$ cat config.mk
export PLATFORM = sky130hd
export DESIGN_NAME = voting_ballot_collector_n2_m3
export DESIGN_NICKNAME = d
export VERILOG_FILES = /design/src/rtl/voting_ballot_collector_n2_m3.sv
export SDC_FILE = /design/constraint.sdc
export NUM_CORES = 1
export LEC_CHECK = 0
export CORE_ASPECT_RATIO = 0.5
export CORE_UTILIZATION = 48
export DETAILED_ROUTE_END_ITERATION = 12
export PLACE_DENSITY_LB_ADDON = 0.3
export SLEW_MARGIN = 20
export SYNTH_ARGS = -nofsm -noshare
export SYNTH_HDL_FRONTEND = slang
export SYNTH_SLANG_ARGS = --single-unit
$ cat constraint.sdc
create_clock -name clk -period 1.65 [get_ports clk]
set_input_delay 0.165 -clock clk [delete_from_list [all_inputs] [get_ports clk]]
set_output_delay 0.165 -clock clk [all_outputs]
set_load 0.01 [all_outputs]
$ cat src/rtl/voting_ballot_collector_n2_m3.sv
// Ballot collector for the 4-candidate, 8-voter tally: gathers one ballot per voter,
// drops duplicates, and presents the packed round to the downstream stage.
module voting_ballot_collector_n2_m3 (
    input  logic        clk,
    input  logic        rst,
    input  logic        ballot_valid,
    output logic        ballot_ready,
    input  logic [2:0]  ballot_id,
    input  logic [1:0]  ballot_vote,
    input  logic        abort,
    output logic [15:0] p_input,
    output logic        round_valid,
    input  logic        round_ready,
    output logic [7:0]  voted_mask,
    output logic        dup_err,
    output logic [7:0]  round_count
);

    typedef enum logic {
        COLLECT = 1'b0,
        PRESENT = 1'b1
    } state_t;

    state_t      state, state_next;
    logic [15:0] p_next;
    logic [7:0]  mask_next;
    logic [7:0]  count_next;
    logic        dup_next;

    logic        accept;
    logic        already_voted;
    logic        release_round;
    logic [7:0]  id_onehot;
    logic [3:0]  slot_lsb;

    assign ballot_ready  = (state == COLLECT);
    assign round_valid   = (state == PRESENT);

    assign accept        = ballot_valid & ballot_ready & ~abort;
    assign already_voted = voted_mask[ballot_id];
    assign release_round = round_valid & round_ready & ~abort;
    assign id_onehot     = 8'b1 << ballot_id;
    assign slot_lsb      = {ballot_id, 1'b0};

    // NOTE: every variable gets a default before any branch so no path leaves it
    // unassigned; otherwise synthesis infers a latch to hold the old value.
    always_comb begin
        state_next = state;
        p_next     = p_input;
        mask_next  = voted_mask;
        count_next = round_count;
        dup_next   = 1'b0;

        if (abort) begin
            state_next = COLLECT;
            p_next     = 16'h0000;
            mask_next  = 8'h00;
        end else begin
            case (state)
                COLLECT: begin
                    if (accept && already_voted) begin
                        dup_next = 1'b1;
                    end else if (accept) begin
                        p_next[slot_lsb +: 2] = ballot_vote;
                        mask_next             = voted_mask | id_onehot;
                        if ((voted_mask | id_onehot) == 8'hFF) begin
                            state_next = PRESENT;
                        end
                    end
                end
                PRESENT: begin
                    if (release_round) begin
                        state_next = COLLECT;
                        p_next     = 16'h0000;
                        mask_next  = 8'h00;
                        count_next = round_count + 8'd1;
                    end
                end
                default: state_next = COLLECT;
            endcase
        end
    end

    // NOTE: registers use non-blocking assignments so every flop samples the
    // pre-edge values, independent of statement order within the block.
    always_ff @(posedge clk or posedge rst) begin
        if (rst) begin
            state <= COLLECT;
        end else begin
            state <= state_next;
        end
    end

    always_ff @(posedge clk or posedge rst) begin
        if (rst) begin
            p_input     <= 16'h0000;
            voted_mask  <= 8'h00;
            dup_err     <= 1'b0;
            round_count <= 8'h00;
        end else begin
            p_input     <= p_next;
            voted_mask  <= mask_next;
            dup_err     <= dup_next;
            round_count <= count_next;
        end
    end

endmodule

==> out/metrics.csv <==
metric,value,unit
status,completed,
timing.critical_path.mode_cell,sky130_fd_sc_hd__mux2i_1,
drt-total-wl,4.42,mm
largest_net_degree_at_the_start_of_global_routing,35,
p_leak,0.00123,µW
ys_ff_latch,34,
setup_viol,0,
cp-end-kind,flip-flop,
synth_cell_types,34,
worst-slew-pin-transition,0.445,ns
finish.net_count,260,
synth.top_cells.by_count,"sky130_fd_sc_hd__dfrtp_1, sky130_fd_sc_hd__nand2_1, sky130_fd_sc_hd__mux2i_1",
dp.cells,285,
drt_iter0_markers,52,
synth-warning-count,0,
worst-r2r-cell-count,4,
timing.critical_path.buf_inv,0,
cellInternalPower,1310,µW
antenna_cells,0,
cp_top_family,multiplexers,
synth_top_area_share,48.3,%
crit_chain,mux2i_1 -> mux4_2 -> or4b_4 -> mux2i_1,
detail_route.first_pass.iterations,6,
floorplan.core_area,3470,µm²
clock-skew-final,0.00867,ns
layout.core_utilization,75.5,%
synthesis.area_per_instance,10.7,µm²
portBuffers,44,
power.switching,438,µW
clk_path_buf_depth,2,
global_route.overflow_total,0,
instances_no_fill,292,
cts.sink_count,34,
cellPowerDensity,666,nW/µm²
synth.largest_area_cell,sky130_fd_sc_hd__dfrtp_1,
postRouteAntennaNets,0,
timing.final.hold_violations,0,
area_delta_synth_final,48.7,%
cts_buffers,5,
critPathKind,reg2reg,
syn_std_cell_area,1760,µm²
seqPwrFrac,49.1,%
cts_htree_levels,2,
critical_path.slowest_cell,sky130_fd_sc_hd__or4b_4,
post-synth-top-count-cell,sky130_fd_sc_hd__dfrtp_1,
finalMaxSlewViolations,0,
cap_viol_max_count,0,
finalCritPeriodShare,99.2,%
share_comb_of_total_power,15.7,%
syn_inst,165,
crit_path_max_fanout,4,
vdd_drop_max,0.000433,V
setup.worst_path.start_class,flip-flop,
post-route-drc-count,0,
ys_seq_area_share,48.3,%
placementRows,15,
tritoncts_clock_tree,yes,
capturing_point_of_the_worst_reg2reg_path,p_input[9],
fillerInstances,233,
track_usage,24.6,%
postSynth.topFlopCell,sky130_fd_sc_hd__dfrtp_1,
die_x,87.7,µm
grt_pass1_vias,1511,
ff2ff_setup_slack,0.01,ns
place.detailed.hpwl,3.23,mm
max_stage_delay,0.50,ns
grt_pass1_wl,6.94,mm
die_height,44.9,µm
pre_cts_slack,-0.614,ns
ioPinCount,45,
synth_async_sr_flop_share,100,%
cp.arrival,1.80,ns
switching_share,25.1,%
fmax,611,MHz
finalWorstSetupSlack,0.0133,ns
clock_insertion_delay_worst_skew,0.29,ns
critical_path_required,1.81,ns
synthTopCellsByArea,"sky130_fd_sc_hd__dfrtp_1, sky130_fd_sc_hd__mux2i_1, sky130_fd_sc_hd__ha_1",
route.detailed.wl_per_inst,15.2,µm
clock_share_of_power,35.2,%
slew-limit-headroom,70.3,%
cts_root_buf,sky130_fd_sc_hd__clkbuf_8,
fraction_of_layout_cells_with_a_size_suffix_above_1,22.0,%
synth-edff-count,0,
gp_congestion,0.850,
post-route-min-period,1.64,ns
detail_route.vias_per_cell,5.42,
min-delay-path-class,in2async,
ff_to_ff_start,voted_mask[7],
initial_core_util,50.8,%
post-layout-total-power,1740,µW
antenna_violations_before_repair,0,
clkTransAtPathRegs,0.07,ns
synth_fp_nets,183,
tns,0,ns
die_area,3930,µm²
num_vias,1583,
setup_repair_after_global_routing_missed_its_margin,yes,
## logic make-up after synthesis
kind of cell,after synthesis,share of synthesized area [%]
xor gates and xnor gates,7,3.48
DFF,34,48.3
muxes,22,13.3
buffers and inverters,12,3.05
adders and majority gates,8,5.68
AOI/OAI and AO/OA,18,7.17
and+or+nand+nor,64,19.1
## worst max path at each step
stage                       to     startpoint  cells after the start
finish              p_input[9]  voted_mask[7]                      4
floorplan           p_input[8]   ballot_id[1]                      8
global placement    p_input[9]   ballot_id[1]                      8
global route        p_input[9]  voted_mask[6]                      4
detailed placement  p_input[8]   ballot_id[1]                      8
CTS                 p_input[2]  voted_mask[5]                      5
## registers in the layout (all words and copies together), names as in the netlist
name         flops
p_input         16
voted_mask       8
round_count      8
round_valid      1
dup_err          1
## metal layers
layer / GRT usage [%] / up-vias / wire length [µm]
li1: - / 740 / -
met2: 41.6 / 45 / 2200
met3: 6.95 / 6 / 246
met4: 12.5 / 0 / 62
met5: 0 / - / 0
met1: 29.7 / 792 / 1920
## per-stage QoR
| stage | hold slack, ns | instance area [µm²] |
|---|---|---|
| floorplan | 0.289 | 1800 |
| global placement | 0.459 | 2500 |
| detailed placement | 0.469 | 2500 |
| CTS | 0.299 | 2590 |
| global route | 0.321 | 2620 |
| finish | 0.277 | 2620 |
## worst register-to-register path, cell delays in order, from the launching register on
cell,delay (ns)
sky130_fd_sc_hd__dfrtp_1,0.40
sky130_fd_sc_hd__mux2i_1,0.16
sky130_fd_sc_hd__mux4_2,0.32
sky130_fd_sc_hd__or4b_4,0.50
sky130_fd_sc_hd__mux2i_1,0.13
## power groups by stage
stage / sequential [µW] / clock (µW) / combinational [µW]
after floorplan: 882 / 0 / 120
after global placement: 872 / 0 / 254
after detailed placement: 873 / 0 / 262
after CTS: 857 / 630 / 266
after global routing: 858 / 658 / 296
final: 857 / 614 / 273
## timing repair
| action | 4_1_cts | 5_1_grt |
|---|---|---|
| buffers inserted | 0 | 1 |
| gates resized for setup | 9 | 6 |
| hold buffers | 0 | 0 |
| endpoints found under the setup margin | 25 | 16 |
| gates cloned | 0 | 0 |
## area by class of cell
type / count / area, µm² / share of cell area [%]
timing repair buffer: 75 / 677 / 25.8
multi-input combinational: 119 / 918 / 35.0
inverter: 7 / 28.8 / 1.10
sequential: 34 / 851 / 32.5
clock buffer: 6 / 82.6 / 3.15
tap: 51 / 63.8 / 2.43
## cells in the final DEF (no fill, tap or decap), types with 2 or more instances in the layout
cell / n
sky130_fd_sc_hd__nand2_1: 24
sky130_fd_sc_hd__nand4_1: 6
sky130_fd_sc_hd__nor2b_1: 2
sky130_fd_sc_hd__mux2i_1: 20
sky130_fd_sc_hd__clkbuf_8: 6
sky130_fd_sc_hd__ha_4: 2
sky130_fd_sc_hd__nor2_1: 12
sky130_fd_sc_hd__clkdlybuf4s50_1: 41
sky130_fd_sc_hd__inv_2: 2
sky130_fd_sc_hd__a21oi_1: 7
sky130_fd_sc_hd__xnor2_1: 4
sky130_fd_sc_hd__ha_1: 5
sky130_fd_sc_hd__and3_1: 3
sky130_fd_sc_hd__xor2_1: 3
sky130_fd_sc_hd__buf_4: 30
sky130_fd_sc_hd__inv_1: 4
sky130_fd_sc_hd__nor3_1: 2
sky130_fd_sc_hd__dfrtp_1: 34
sky130_fd_sc_hd__a41oi_1: 7
sky130_fd_sc_hd__and3b_1: 3
Note: power is estimated with default switching activity, not from simulation.
